`src/rtl/fpu_pkg.sv`:
```
// Shared FPU definitions: operation encodings, issue FSM states, the sign
// mask, the default adder latency and the operand sign transformation that
// both the fadd and fmul issue blocks use.
package fpu_pkg;

    // Pipeline depth of the fadd instance: cycles from seeing fa_ready to
    // fa_y/fa_ovf being valid.
    localparam int unsigned FADD_LAT  = 3;
    localparam logic [31:0] SIGN_MASK = 32'h8000_0000;

    typedef enum logic [1:0] {
        FOP_ADD  = 2'b00,   // a + b
        FOP_SUB  = 2'b01,   // a - b
        FOP_RSUB = 2'b10,   // b - a
        FOP_NADD = 2'b11    // -a - b
    } fop_e;

    typedef enum logic [1:0] {
        ST_IDLE,
        ST_ISSUE,
        ST_WAIT,
        ST_RESP
    } fstate_e;

    typedef struct packed {
        logic [31:0] x1;
        logic [31:0] x2;
    } fop_pair_t;

    // Map an operation onto a plain addition by flipping sign bits only.
    // Exponent and mantissa are untouched, so NaN payloads and infinities
    // reach the adder unchanged apart from their sign.
    function automatic fop_pair_t sign_xform(input fop_e        op,
                                             input logic [31:0] a,
                                             input logic [31:0] b);
        fop_pair_t p;
        case (op)
            FOP_ADD: begin
                p.x1 = a;
                p.x2 = b;
            end
            FOP_SUB: begin
                p.x1 = a;
                p.x2 = b ^ SIGN_MASK;
            end
            FOP_RSUB: begin
                p.x1 = b;
                p.x2 = a ^ SIGN_MASK;
            end
            default: begin
                p.x1 = a ^ SIGN_MASK;
                p.x2 = b ^ SIGN_MASK;
            end
        endcase
        return p;
    endfunction

endpackage

```
`src/rtl/fpu_issue.sv`:
```
// fpu_issue: initiator side of the fadd handshake.
// Accepts one request at a time, presents sign-adjusted operands to the
// adder, pulses fa_ready for one cycle, waits out the adder latency, then
// holds the result on a valid/ready response channel.
//
// Ports:
//   clk, rst                 clock, synchronous active-high reset
//   req_valid/req_ready      request handshake (ready only when idle)
//   req_op, req_a, req_b     operation and IEEE-754 single operands
//   resp_valid/resp_ready    response handshake with backpressure
//   resp_y, resp_ovf         captured adder result and overflow flag
//   fa_x1, fa_x2, fa_ready   operands and start strobe toward the adder
//   fa_y, fa_ovf             adder outputs
module fpu_issue
    import fpu_pkg::*;
#(
    parameter int unsigned LAT = FADD_LAT   // legal range 1..15
) (
    input  logic        clk,
    input  logic        rst,

    input  logic        req_valid,
    output logic        req_ready,
    input  logic [1:0]  req_op,
    input  logic [31:0] req_a,
    input  logic [31:0] req_b,

    output logic        resp_valid,
    input  logic        resp_ready,
    output logic [31:0] resp_y,
    output logic        resp_ovf,

    output logic [31:0] fa_x1,
    output logic [31:0] fa_x2,
    output logic        fa_ready,
    input  logic [31:0] fa_y,
    input  logic        fa_ovf
);

    localparam logic [3:0] CNT_LOAD = 4'(LAT - 1);

    fstate_e     state_q;
    logic        req_rdy_q;
    logic        resp_valid_q;
    logic        fa_ready_q;
    logic [31:0] resp_y_q;
    logic        resp_ovf_q;
    logic [31:0] x1_q, x2_q;
    logic [3:0]  cnt_q;

    fop_pair_t   ops_d;

    assign ops_d = sign_xform(fop_e'(req_op), req_a, req_b);

    // req_rdy_q comes out of reset set so the block is ready in the first
    // cycle after reset; masking with rst keeps it low during reset itself.
    assign req_ready  = req_rdy_q & ~rst;
    assign resp_valid = resp_valid_q;
    assign resp_y     = resp_y_q;
    assign resp_ovf   = resp_ovf_q;
    // The adder resamples its inputs every cycle once started, so these
    // come straight from registers that only load on acceptance.
    assign fa_x1      = x1_q;
    assign fa_x2      = x2_q;
    assign fa_ready   = fa_ready_q;

    always_ff @(posedge clk) begin
        if (rst) begin
            state_q      <= ST_IDLE;
            req_rdy_q    <= 1'b1;
            resp_valid_q <= 1'b0;
            fa_ready_q   <= 1'b0;
            resp_y_q     <= '0;
            resp_ovf_q   <= 1'b0;
            x1_q         <= '0;
            x2_q         <= '0;
            cnt_q        <= '0;
        end else begin
            case (state_q)
                ST_IDLE: begin
                    if (req_valid && req_rdy_q) begin
                        x1_q       <= ops_d.x1;
                        x2_q       <= ops_d.x2;
                        req_rdy_q  <= 1'b0;
                        fa_ready_q <= 1'b1;
                        state_q    <= ST_ISSUE;
                    end
                end
                ST_ISSUE: begin
                    // fa_ready was high for this single cycle; the adder
                    // sees it at the edge leaving ISSUE.
                    fa_ready_q <= 1'b0;
                    cnt_q      <= CNT_LOAD;
                    state_q    <= ST_WAIT;
                end
                ST_WAIT: begin
                    if (cnt_q == 4'd0) begin
                        resp_y_q     <= fa_y;
                        resp_ovf_q   <= fa_ovf;
                        resp_valid_q <= 1'b1;
                        state_q      <= ST_RESP;
                    end else begin
                        cnt_q <= cnt_q - 4'd1;
                    end
                end
                ST_RESP: begin
                    if (resp_ready) begin
                        resp_valid_q <= 1'b0;
                        req_rdy_q    <= 1'b1;
                        state_q      <= ST_IDLE;
                    end
                end
                default: begin
                    state_q      <= ST_IDLE;
                    req_rdy_q    <= 1'b1;
                    resp_valid_q <= 1'b0;
                    fa_ready_q   <= 1'b0;
                end
            endcase
        end
    end

endmodule
```
`config.mk`:
```
export PLATFORM = sky130hd
export DESIGN_NAME = fpu_issue
export DESIGN_NICKNAME = d
export VERILOG_FILES = /design/src/rtl/fpu_pkg.sv /design/src/rtl/fpu_issue.sv
export SDC_FILE = /design/constraint.sdc
export NUM_CORES = 1
export LEC_CHECK = 0
export CORE_MARGIN = 3
export CORE_UTILIZATION = 40
export CTS_BUF_LIST = sky130_fd_sc_hd__clkbuf_4 sky130_fd_sc_hd__clkbuf_8
export DETAILED_ROUTE_END_ITERATION = 10
export PLACE_DENSITY_LB_ADDON = 0.05
export SLEW_MARGIN = 30
export SYNTH_ARGS = -nofsm -noshare
export SYNTH_HDL_FRONTEND = slang
export SYNTH_SLANG_ARGS = --single-unit
```
`constraint.sdc`:
```
create_clock -name clk -period 2.4 [get_ports clk]
set_clock_uncertainty 0.2 [all_clocks]
set_input_delay 0.24 -clock clk [delete_from_list [all_inputs] [get_ports clk]]
set_output_delay 0.24 -clock clk [all_outputs]
set_load 0.01 [all_outputs]
```
After elaboration in Yosys (flattened, before gate mapping)
Cells that the tools add are included.
{ "word_totals": {"latchBits": 0, "ff_bits": 106, "ramBits": 0, "input_bits": 103, "rom_bits": 0, "n_memories": 0} }
{ "op_classes": {"n_lt_le_gt_ge": 0, "n_shift": 0, "eq_ne": 9, "mux": 15, "div": 0, "n_mul": 0, "n_bitwise": 4, "n_addsub": 1, "reduce_logical": 15} }
{ "op_table": {"columns": ["operator", "n"], "rows": [
  ["$pmux W64 S3", 1],
  ["$reduce_and A3 Y1", 3],
  ["$ne A2 B2 Y1 const B", 4],
  ["$pmux W2 S4", 1],
  ["$pmux W4 S2", 1],
  ["$reduce_and A2 Y1", 4],
  ["$reduce_bool A2 Y1", 4],
  ["$eq A2 B2 Y1 const B", 3],
  ["$mux W2", 3],
  ["$pmux W1 S2", 3],
  ["$mux W1", 5],
  ["$eq A2 B1 Y1 const B", 2],
  ["$logic_not A2 Y1", 2],
  ["$logic_not A4 Y1", 1],
  ["$mux W4", 1],
  ["$sub A4 B1 Y4 const B", 1],
  ["$not A1 Y1", 3],
  ["$and A1 B1 Y1", 1],
  ["$logic_and A1 B1 Y1", 1]
]} }

Logic depth before layout (Yosys ltp)
Gate-level depths: netlist of run 1.
{ "logic_depth": {"ltp_word": 3, "depth_mapped": 7, "ltp_nobuf": 5} }

Least setup slack after synthesis of run 1
Ideal clock, no wire load.
{ "synth_timing": {"path_kind": "register -> register", "startpoint": "register state_q[0]", "endpoint": "register x1_q[0] (netlist: fa_x1[0])", "setup_slack_ns": 0.653, "setup_ns": 0.091, "path_stages_with_launch": 8, "synth_period_minus_slack_ns": 1.747, "t_arrival_ns": 1.456, "path_cell_list": "dfxtp_1 > inv_1 > ha_1 > and3_1 > buf_2 > buf_2 > buf_2 > a311oi_1"} }
{ "synth_via": {"elab_chain_cells": 2} }
{ "synth_rtl": {"columns": ["item", "line", "source"], "rows": [
  ["start, declared", "fpu_issue.sv:42", "fstate_e state_q;"],
  ["start signal, assigned", "fpu_issue.sv:69", "state_q <= ST_IDLE;"],
  ["start signal, assigned", "fpu_issue.sv:86", "state_q <= ST_ISSUE;"],
  ["start signal, assigned", "fpu_issue.sv:94", "state_q <= ST_WAIT;"],
  ["$logic_not A2 Y1", "fpu_issue.sv:79", "case (state_q)"],
  ["$reduce_and A2 Y1 (no source line)", null, null],
  ["end signal, assigned", "fpu_issue.sv:82", "x1_q <= ops_d.x1;"],
  ["end, declared", "fpu_issue.sv:48", "logic [31:0] x1_q, x2_q;"]
]} }
Every way passes these cells.
A chain may end at the register's enable or synchronous reset.

Final worst setup path of run 1
{ "layout_timing": {"startpoint": "register state_q[0]", "endpoint": "register resp_y_q[17] (netlist: resp_y[17])"} }
{ "layout_via": {"elab_chain_cells": 2} }
{ "layout_rtl": {"columns": ["item", "line", "source"], "rows": [
  ["$eq A2 B2 Y1", "fpu_issue.sv:79", null],
  ["$reduce_and A2 Y1 (no source line)", null, null],
  ["end signal, assigned", "fpu_issue.sv:98", "resp_y_q <= fa_y;"],
  ["end, declared", "fpu_issue.sv:46", "logic [31:0] resp_y_q;"]
]} }
Every way passes these cells.

==> results of run 1 <==
[worst max-delay path by stage]
| stage | cells past startpoint | slack (ns) | endpoint | from |
|---|---|---|---|---|
| 2_1_floorplan | 7 | 0.65 | fa_x1[0]$_SDFFE_PP0P_ | state_q[0]$_SDFFE_PP0P_ |
| 3_3_place_gp | 5 | 0.43 | fa_x2[19]$_SDFFE_PP0P_ | req_op[1] |
| 3_5_place_dp | 5 | 0.32 | fa_x1[13]$_SDFFE_PP0P_ | req_op[1] |
| 4_1_cts | 2 | 0.44 | req_ready | req_rdy_q$_SDFFE_PP1P_ |
| 5_1_grt | 6 | 0.29 | resp_y[13]$_SDFFE_PP0P_ | state_q[0]$_SDFFE_PP0P_ |
| 6_report | 6 | 0.45 | resp_y[17]$_SDFFE_PP0P_ | state_q[0]$_SDFFE_PP0P_ |
[sequential cells by signal (all words and copies together) (netlist names)]
register	cells
req_rdy_q	1
resp_y	32
cnt_q	4
fa_x2	32
resp_ovf	1
resp_valid	1
fa_x1	32
state_q	2
fa_ready	1
[power by group]
group,total (uW),internal [uW],switching (uW),leakage (uW)
logic,2770,1440,1330,0.00148
clock network,1110,521,586,0.000105
registers,2510,2240,274,0.000868
total,6390,4200,2190,0.00245
[cell type report]
class / instances / area [um2]
well taps: 136 / 170.2
clock buffers: 12 / 146.4
fillers: 958 / 3801
multi-input cells: 409 / 2086
repair buffers: 211 / 2147
inverters: 8 / 30.03
flip-flops and latches: 106 / 2122
clock inverters: 4 / 52.55
[stage by stage]
| step | worst slack, ns | utilization [%] | power, uW |
|---|---|---|---|
| 6_report | 0.4507 | 63.99 | 6389 |
| 3_3_place_gp | 0.4259 | 62.10 | 5263 |
| 2_1_floorplan | 0.6533 | - | 3954 |
| 5_1_grt | 0.2932 | 63.99 | 6827 |
| 3_5_place_dp | 0.3236 | 62.10 | 5334 |
| 4_1_cts | 0.4428 | 63.99 | 6453 |
[routing by layer]
| metal | vias up | wire length, um | track usage (%) |
|---|---|---|---|
| met3 | 18 | 978 | 5.870 |
| met5 | - | 0 | 0 |
| li1 | 2293 | - | - |
| met2 | 161 | 6191 | 33.29 |
| met4 | 0 | 274 | 7.543 |
| met1 | 2091 | 5613 | 25.37 |
[layout by cell type, fill, tap and decap left out, types with 7 or more instances in the layout]
master           instances
a21oi_1                 39
a311oi_1                62
clkbuf_8                 9
clkdlybuf4s50_1        201
dfxtp_1                106
inv_1                    7
nand2_1                198
nor2_1                  66
[critical path: stages (launching register included)]
cell and delay, ns:
dfxtp_1 0.34, inv_1 0.10, ha_1 0.43, and4bb_1 0.25, buf_4 0.32, nand2_1 0.10, a21oi_1 0.13
[logic make-up after synthesis]
kind of cell | count (synthesis)
AND/OR/NAND/NOR | 289
AO/OA/AOI/OAI | 113
flip-flops | 106
buffers and inverters | 56
adder cells (fa/ha/maj) | 5
multiplexers | 2
==> run summary, run 1 <==
The run finished with clean final reports. The worst register-to-register path begins at state_q[0]$_SDFFE_PP0P_. The maximum number of buffers from clock root to sink came out at 2. The required time at the endpoint of the critical path came out at 2.48 ns. The number of remaining DRC errors came out at 0. The post-CTS setup buffer count came out at 0.

After floorplanning, the core was divided into 37 placement rows. The number of antenna violations at the first check in global routing was 0. Synthesis instantiated 31 different standard cells from the library. The final cell count without fillers is 886. The overall via count from detail_route came out at 4563. By area, the combinational part of the netlist is dominated by simple AND/OR/NAND/NOR gates. The data arrival time at the worst-slack endpoint came out at 2.03 ns. The startpoint identified for the worst hold timing path is rst.

The category of the worst setup path launch point is a flop. The post-route clock period utilization is 81.22%. The TritonCTS clock tree is yes. The total leakage power is 0.002451 uW. In the post-synthesis netlist, the cell with the most instances is nand2_1. The average wire length per cell after detail routing came out at 14.74 um.

The number of instances in the synthesized netlist is 571. The final estimated routing congestion in global placement is 0.7979. Among all flip-flop cells after synthesis, the most frequent one is dfxtp_1. The worst-case vdd ir drop is 0.4868 mV.

The path class of the tightest hold or removal check is input pin to flop. The final number of hold-violating endpoints is 0. The post-synthesis compound-gate area fraction is 18.59%. The share of the yosys chip area belonging to registers came out at 47.77%. The final instance area came out at 0.006754 mm2. The sort of element at the end of the critical path is a flop.

The pin count of the biggest net entering global routing came out at 103. The flip-flop and latch count after synthesis is 106. The total cell area at the placement stage is 0.006555 mm2. The power density over cell area is 946.0 mW/mm2. Summing the areas of all fa, ha and maj instances in the mapped netlist gives 1.408% of the synthesized area. Across all hold checks on the routed design, the worst slack comes to 0.2281 ns. The boundary pin count came out at 203.

Setup violations remaining at the end of the flow were counted as 0. Of the cells placed in the final design, the portion with a size suffix greater than 1 is 4.000%. The synthesized netlist occupies a cell area of 0.004442 mm2. Before antenna repair, the detailed router went through 5 iterations. The synthesized design spends more area on one cell type than any other, namely dfxtp_1. The leftover overflow at the end of global routing came out at 0. The H-tree depth is 3. By area the synthesized netlist is led by dfxtp_1, nand2_1, a311oi_1. The max-slew violation total from the final report is 0. The number of resized instances in the post-cts repair step is 0. Each instance of the synthesized netlist takes up on average 7.779 um2. The worst hold path cell count came out at 3. The number of antenna diodes in the final layout is 0. The global-route wire length before repair came out at 21150 um. The clock sink count came out at 106. Clock-pin slew was measured on the worst setup and hold paths at 0.10 ns. The floorplan step set the die height to 111.4 um. The post-synthesis share of cell area spent on xor and xnor gates is 0%. After synthesis, the largest area contributor takes up 47.77% of total cell area. Summed over all layers, the routed wires come to 13060 um. The synthesis-to-finish area growth is 52.06%. The proportion of synthesized flip-flops having asynchronous set or reset is 0%. The quantity of hold-fixing buffers added after cts is 0. The library cell used as clock root buffer is clkbuf_8. The HPWL after detailed placement is 9245 um. The simple-gate portion of the synthesized area is 26.17%. The post-detailed-route count of antenna-violating nets came out at 0. Measured along the x axis, the die boundary spans 111.4 um.

In this run the register-to-register setup slack is 0.45 ns. Yosys printed 0 warnings. In the synthesized netlist, the cells that appear most often are nand2_1, dfxtp_1, nor2_1. The headroom to the max-slew limit came out at 69.30%. The portion of netlist area occupied by mux cells is 0.4507%. The highest achievable clock rate came out at 513.0 MHz.

By startpoint and endpoint, the worst setup path is classified as flop to flop. The detailed router finished its first iteration with 216 violations. The depth of the most critical reg-to-reg path came out at 6. The core region is 0.01056 mm2. The number of synthesized flops with an enable pin came out at 0.

The effective utilization at floorplan came out at 42.08%. Max-cap violations in this run came to 0. The setup total negative slack came out at 0 ns. When the netlist entered floorplanning its net count stood at 679. The number of clock buffers added by TritonCTS is 9. The end point of the most critical hold path is fa_ready$_SDFFE_PP0P_.

The via count normalized by instance count is 5.150. The endpoint identified for the worst register-to-register timing path is resp_y[17]$_SDFFE_PP0P_. Setup repair after global routing left no endpoint under its margin. After layout, the minimum clock period comes to 1.949 ns. Global routing consumed, over all layers together, 20.28% of the routing resources. The number of placed instances, taps included, is 870. The number of global-route vias before repair is 4375. At the later pin of the worst-skew pair, clock insertion delay measures 0.35 ns. In this run the worst path has a maximum fanout of 33. The count of input and output buffers came out at 202. The full die area came out at 0.01240 mm2.

The transition time at the pin with the least slew margin came out at 0.4605 ns. In the final design database the tool counted 853 nets.
No activity file was read; power rests on OpenSTA's default activity.
==> inputs of run 2 (changes only) <==
==> constraint.sdc (replaced) <==
create_clock -name clk -period 1.9 [get_ports clk]
set_clock_uncertainty 0.2 [all_clocks]
set_input_delay 0.19 -clock clk [delete_from_list [all_inputs] [get_ports clk]]
set_output_delay 0.19 -clock clk [all_outputs]
set_load 0.01 [all_outputs]
==> run 2 against run 1 <==
- power increased by 26%
- sequential share of layout area decreased by 0.33 points
- register-to-register slack got worse by 0.36 ns
- non-clock buffer count increased by 10
- sequential cell count unchanged
- global-route usage about the same
- final cell count increased by 1.1%
- via count increased by 0.35%
- core utilization increased by 0.71 points
- wire length decreased by 0.80%
- setup slack got worse by 0.37 ns
==> run summary, run 2 (same netlist as run 1, synthesis figures left out) <==
The headroom to the max-slew limit came to 72.69% (+3.4 points). The effective utilization at floorplan is 42.08% (unchanged). The final routed wirelength across all metal layers is 12950 um (-0.80%). The power density over cell area is 1181 mW/mm2 (+25%). The final number of hold-violating endpoints came out at 0 (unchanged). The top fanout value on the critical path is 6 (-82%). The setup total negative slack came out at 0 ns (unchanged). The post-CTS setup buffer count is 0 (unchanged). The final estimated routing congestion in global placement is 0.8032 (+0.66%). The post-route clock period utilization came out at 95.88%. The number of setup violations in the final report is 0 (unchanged). The average wire length per cell after detail routing is 14.46 um (-1.9%). The count of maximum capacitance violations is 0 (unchanged). The total leakage power is 0.002492 uW (+1.7%). The total inserted antenna cells is 0 (unchanged). The global-route wire length before repair came to 21180 um (+0.13%). The final total power came out at 8067 uW (+26%). The net count reported at finish is 863 (+1.2%). The transition time at the pin with the least slew margin came out at 0.4096 ns (-0.05089 ns).

The pin count of the biggest net entering global routing came out at 63 (-39%). The full die area is 0.01240 mm2 (unchanged). The HPWL reported at the end of detailed placement is 9556 um (+3.4%).

The type of the tightest min-delay check is input pin to flop. The height of the die came out at 111.4 um (unchanged). The die boundary width came out at 111.4 um (unchanged).

The stage delay of the slowest cell on the critical path was 0.55 ns (+0.12 ns). The highest-utilization routing layer at the global route stage is met2. The area inside the core boundary was 0.01056 mm2 (unchanged). The DRC marker count from the first detailed-route iteration came to 253 (+17%). The clock insertion delay at the later pin of the skew report is 0.36 ns (about the same). The leftover overflow at the end of global routing came out at 0 (unchanged). In this design, the largest share of critical-path delay is due to buffers and inverters. Among all stages on the critical path, the largest delay is contributed by clkdlybuf4s50_1. Walking the worst path, the cells encountered are nor2b_1 -> clkdlybuf4s50_1. The count of standard-cell rows is 37 (unchanged). The total cell area at the placement stage is 0.006643 mm2 (+1.3%). The highest achievable clock rate is 548.9 MHz. The flow ran to the end, and the final reports show no timing, DRC or antenna violations.

The smallest clock period supported by the final layout is computed as 1.822 ns. The number of antenna violations at the first check in global routing came out at 0 (unchanged). The met3 usage is 6.196% (+0.33 points). The library cell used as clock root buffer is clkbuf_8. The clock sink count is 106 (unchanged). The required time at the endpoint of the critical path came out at 1.51 ns (-0.97 ns). The post-detailed-route count of antenna-violating nets is 0 (unchanged).

The maximum number of buffers from clock root to sink is 2 (unchanged). Setup repair after global routing left no endpoint under its margin. The number of buffers and inverters on the critical path is 1 (-1). The synthesis-to-finish area growth came out at 53.75%. The via count normalized by instance count came out at 5.110 (-0.77%).

STA classifies the critical path startpoint as a flop. The boundary pin count was 203 (unchanged). The final hold slack is 0.06277 ns (-0.1653 ns). The critical path is of the flop to output pin type. TritonCTS built the clock tree. The total clock buffers created by CTS came out at 9 (unchanged). The final cell count without fillers came out at 896 (+1.1%).

The global routing met2 resource utilization is 33.09% (-0.20 points). The overall via count from detail_route came out at 4579 (+0.35%). The number of iterations in the first detailed-routing pass is 4 (-1). The instance count after placement with tap cells included came to 880 (+1.1%). The overall global routing resource usage was 20.29% (about the same).

The top cell types in the final layout, fill and taps aside, are clkdlybuf4s50_1, nand2_1, dfxtp_1. The data arrival time at the worst-slack endpoint came to 1.43 ns (-0.60 ns). The H-tree depth was 3 (unchanged). The met1 track demand over resource came to 25.53% (+0.16 points). The sort of element at the end of the critical path is an output pin. The number of global-route vias before repair is 4430 (+1.3%). The number of remaining DRC errors is 0 (unchanged). The max-slew violation total from the final report is 0 (unchanged).

The number of fill cells came out at 932 (-2.7%). The count of input and output buffers is 202 (unchanged). The clock-pin transition on the worst setup and hold timing paths is 0.10 ns (about the same). The library cell used most frequently in the layout, excluding fill and tap cells, is clkdlybuf4s50_1. The worst-case vdd ir drop came out at 0.5721 mV (+18%). The fraction of final layout cells sized beyond drive strength 1 is 5.658% (+1.7 points). The final instance area was 0.006829 mm2 (+1.1%).
[run 2: changes by cell type in the layout (fill, tap and decap cells not counted), sizes merged]
| cell | change |
|---|---|
| buf | +10 |
| clkbuf | -3 |
| inv | +3 |
| bufinv | -1 |
| clkinvlp | +1 |
[run 2: what timing repair did]
action	in CTS	in global routing
hold buffers	0	0
gates resized for setup	1	2
hold endpoints to repair	0	0
endpoints found under the setup margin	1	3
[run 2: layer usage]
| metal | wire length, um | vias to the layer above | part of all wire (%) |
|---|---|---|---|
| met1 | 5539 | 2076 | 43 |
| met3 | 1065 | 22 | 8.2 |
| met5 | 0 | - | 0 |
| met2 | 6058 | 164 | 47 |
| li1 | - | 2317 | - |
| met4 | 291 | 0 | 2.2 |
[run 2: final cells by class]
class,instances,area [um2],area share [%]
Timing Repair Buffer,221,2235,32.72
Sequential cell,106,2123,31.09
Multi-Input combinational cell,409,2095,30.67
Tap cell,136,170.2,2.492
Clock buffer,9,123.9,1.814
Clock inverter,7,52.55,0.7695
Inverter,8,30.03,0.4397
[run 2: power by group]
part,switching [uW],internal (uW)
clock,781,489
combinational,1700,1910
sequential,350,2830
total,2830,5230
[run 2: path summary, 6_finish.rpt]
path / to / cells past startpoint / start / slack, ns
hold reg to reg: fa_x1[31]$_SDFFE_PP0P_ / 2 / fa_x1[31]$_SDFFE_PP0P_ / 0.26
hold / removal: fa_x2[31]$_SDFFE_PP0P_ / 3 / rst / 0.06
setup reg to reg: state_q[1]$_SDFFE_PP0P_ / 5 / cnt_q[0]$_SDFFE_PP0P_ / 0.09
setup / recovery: req_ready / 2 / req_rdy_q$_SDFFE_PP1P_ / 0.08
[run 2: metrics by stage]
stage          worst slack (ns)  util (%)
6_report                0.07825     64.70
3_5_place_dp           -0.03829     62.93
2_1_floorplan            0.1533         -
5_1_grt                0.001211     64.70
3_3_place_gp            0.07492     62.93
4_1_cts                 0.05513     64.62
[run 2: worst register-to-register path, cell delays in order, from the launching register on]
cell	delay [ns]
dfxtp_1	0.34
inv_1	0.08
ha_2	0.22
or3b_4	0.42
a211o_1	0.33
mux2i_1	0.12
==> inputs of run 3 (changes only) <==
--- a/config.mk
+++ b/config.mk
@@ -5,6 +5,7 @@
 export SDC_FILE = /design/constraint.sdc
 export NUM_CORES = 1
 export LEC_CHECK = 0
+export CAP_MARGIN = 20
 export CORE_MARGIN = 3
 export CORE_UTILIZATION = 40
 export CTS_BUF_LIST = sky130_fd_sc_hd__clkbuf_4 sky130_fd_sc_hd__clkbuf_8
==> constraint.sdc (replaced) <==
create_clock -name clk -period 1.9 [get_ports clk]
set_clock_uncertainty 0.2 [all_clocks]
set_input_delay 0.38 -clock clk [delete_from_list [all_inputs] [get_ports clk]]
set_output_delay 0.38 -clock clk [all_outputs]
set_load 0.01 [all_outputs]
==> run 3 against run 2 <==
- critical path depth fell by 1
- fmax down 1.6%
- count of clock-buffer cells in the layout increased by 2
- design area increased by 2.3%
==> run summary, run 3 (same netlist as run 1, synthesis figures left out) <==
The clock insertion delay at the later pin of the skew report was 0.36 ns (about the same). The type of the tightest min-delay check is flop to flop. The count of maximum capacitance violations was 0 (unchanged).

The stage delay of the slowest cell on the critical path is 0.54 ns (about the same). STA classifies the critical path startpoint as a flop. The via count normalized by instance count is 5.088 (-0.45%). The clock sink count is 106 (unchanged). The total leakage power is 0.002940 uW (+18%).

The HPWL reported at the end of detailed placement came out at 9284 um (-2.8%). The number of setup violations in the final report came to 0 (unchanged). The maximum number of buffers from clock root to sink was 2 (unchanged). The average wire length per cell after detail routing is 14.24 um (-1.5%).

The clock-pin transition on the worst setup and hold timing paths came out at 0.11 ns (about the same). Setup repair after global routing left no endpoint under its margin. The met3 usage is 5.380% (-0.82 points).

The power density over cell area is 1180 mW/mm2 (-0.10%). The setup total negative slack is 0 ns (unchanged). The met1 track demand over resource is 24.30% (-1.2 points). The synthesis-to-finish area growth came out at 57.24%. The number of remaining DRC errors is 0 (unchanged). The fraction of the core area covered by cells at the end of the flow is 66.17% (+1.5 points). The global routing met2 resource utilization came to 33.53% (+0.44 points).

The highest achievable clock rate is 540.3 MHz (-1.6%). The number of antenna violations at the first check in global routing is 0 (unchanged). The overall global routing resource usage is 19.83% (-0.46 points). The global-route wire length before repair came out at 20700 um (-2.2%). The area inside the core boundary came out at 0.01056 mm2 (unchanged). The total clock buffers created by CTS is 9 (unchanged).

The worst setup path is captured at an output pin. The time the worst path needs with I/O delays and setup is 1.851 ns (+0.02895 ns). The DRC marker count from the first detailed-route iteration is 277 (+9.5%). The post-detailed-route count of antenna-violating nets was 0 (unchanged). The number of buffers and inverters on the critical path came out at 1 (unchanged). The global routing stage identified its most utilized layer as met2. The net count reported at finish is 869 (+0.70%). The overall via count from detail_route came out at 4589 (+0.22%).

The max-slew violation total from the final report came out at 0 (unchanged). The top fanout value on the critical path is 2 (-4). The number of iterations in the first detailed-routing pass came out at 4 (unchanged). The full die area came out at 0.01240 mm2 (unchanged). The headroom to the max-slew limit came out at 74.50% (+1.8 points).

The fraction of final layout cells sized beyond drive strength 1 came out at 6.789% (+1.1 points). The post-CTS setup buffer count is 0 (unchanged). Leaving out fill and tap cells, the most frequent cell in the layout is nand2_1. The worst-case vdd ir drop is 0.5032 mV (-12%). The final routed wirelength across all metal layers came out at 12840 um (-0.86%). The required time at the endpoint of the critical path is 1.32 ns (-0.19 ns). The count of standard-cell rows came out at 37 (unchanged). The final estimated routing congestion in global placement is 0.8163 (+1.6%). The kind of cell with the highest combined delay along the critical path is buffers and inverters. The height of the die was 111.4 um (unchanged). The transition time at the pin with the least slew margin came out at 0.3825 ns (-0.02718 ns). The post-route clock period utilization came out at 97.41% (+1.5 points). The setup path with the least slack is of type flop to output pin.

The number of fill cells came out at 951 (+2.0%). The leftover overflow at the end of global routing came out at 0 (unchanged). The number of global-route vias before repair came out at 4342 (-2.0%). The effective utilization at floorplan came out at 42.08% (unchanged).

The boundary pin count came out at 203 (unchanged). The TritonCTS clock tree is yes. The count of input and output buffers came out at 202 (unchanged).

Walking the worst path, the cells encountered are clkdlybuf4s50_1. The total inserted antenna cells is 0 (unchanged). The H-tree depth came to 3 (unchanged). The slowest stage of the critical path is the clkdlybuf4s50_1 cell. The data arrival time at the worst-slack endpoint came out at 1.27 ns (-0.16 ns). The pin count of the biggest net entering global routing is 59 (-6.3%). CTS placed an instance of clkbuf_8 at the clock tree root. The final number of hold-violating endpoints came to 0 (unchanged).

The top cell types in the final layout, fill and taps aside, are nand2_1, clkdlybuf4s50_1, dfxtp_1. The die boundary width came out at 111.4 um (unchanged). The flow ran to the end, and the final reports show no timing, DRC or antenna violations.
run 3: cell types whose count changed in the layout (fill, tap and decap cells not counted), moves of 3 or more:
cell             previous run  this run
a311oi_1                   61        58
a311oi_2                    1         4
buf_4                      13        19
clkdlybuf4s50_1           201       175
dlymetal6s2s_1              0        25
inv_6                       3         0
run 3: final cells by class:
type	count	area, um2	share of cell area [%]
Timing Repair Buffer	227	2341	33.52
Sequential cell	106	2125	30.42
Multi-Input combinational cell	409	2111	30.22
Tap cell	136	170.2	2.436
Clock buffer	11	145.1	2.078
Clock inverter	5	62.56	0.8957
Inverter	8	30.03	0.4300
run 3: final timing paths:
kind | startpoint | end | slack (ns) | depth (start not counted)
setup / recovery | fa_x1[4]$_SDFFE_PP0P_ | fa_x1[4] | 0.05 | 1
hold / removal | resp_y[28]$_SDFFE_PP0P_ | resp_y[28]$_SDFFE_PP0P_ | 0.26 | 2
setup reg to reg | cnt_q[0]$_SDFFE_PP0P_ | state_q[1]$_SDFFE_PP0P_ | 0.13 | 5
hold reg to reg | resp_y[28]$_SDFFE_PP0P_ | resp_y[28]$_SDFFE_PP0P_ | 0.26 | 2
run 3: through the flow:
step           worst slack, ns  total power, uW  area (um2)  hold WS [ns]  instances
6_report               0.04930             8242        6984        0.2580        902
5_1_grt              0.0007213             8789        6984        0.2729        902
4_1_cts               0.002094             8338        6895        0.2598        902
3_5_place_dp           -0.1653             6902        6688        0.2457        886
3_3_place_gp          -0.09197             6804        6688        0.2419        886
2_1_floorplan           0.1533             4994        4442        0.2709        571
run 3: tightest hold or removal path: cells and delay by family (launching register included):
| family | cells | cell delay [ns] |
|---|---|---|
| AO/OA/AOI/OAI | 1 | 0.05 |
| flip-flops | 1 | 0.32 |
| AND/OR/NAND/NOR | 1 | 0.05 |
run 3: layer usage:
metal | up-vias | share of wire (%)
li1 | 2317 | -
met1 | 2086 | 43
met2 | 170 | 48
met3 | 16 | 8.0
met4 | 0 | 1.8
met5 | - | 0
run 3: report_power, final:
group	switching (uW)	internal, uW
combinational	1720	1920
clock	764	670
sequential	330	2830
run 3: repair_timing:
| item | 4_1_cts | 5_1_grt |
|---|---|---|
| hold buffers | 0 | 0 |
| setup endpoints to repair | 1 | 30 |
| gates resized for setup | 2 | 30 |
| cloned | 0 | 0 |
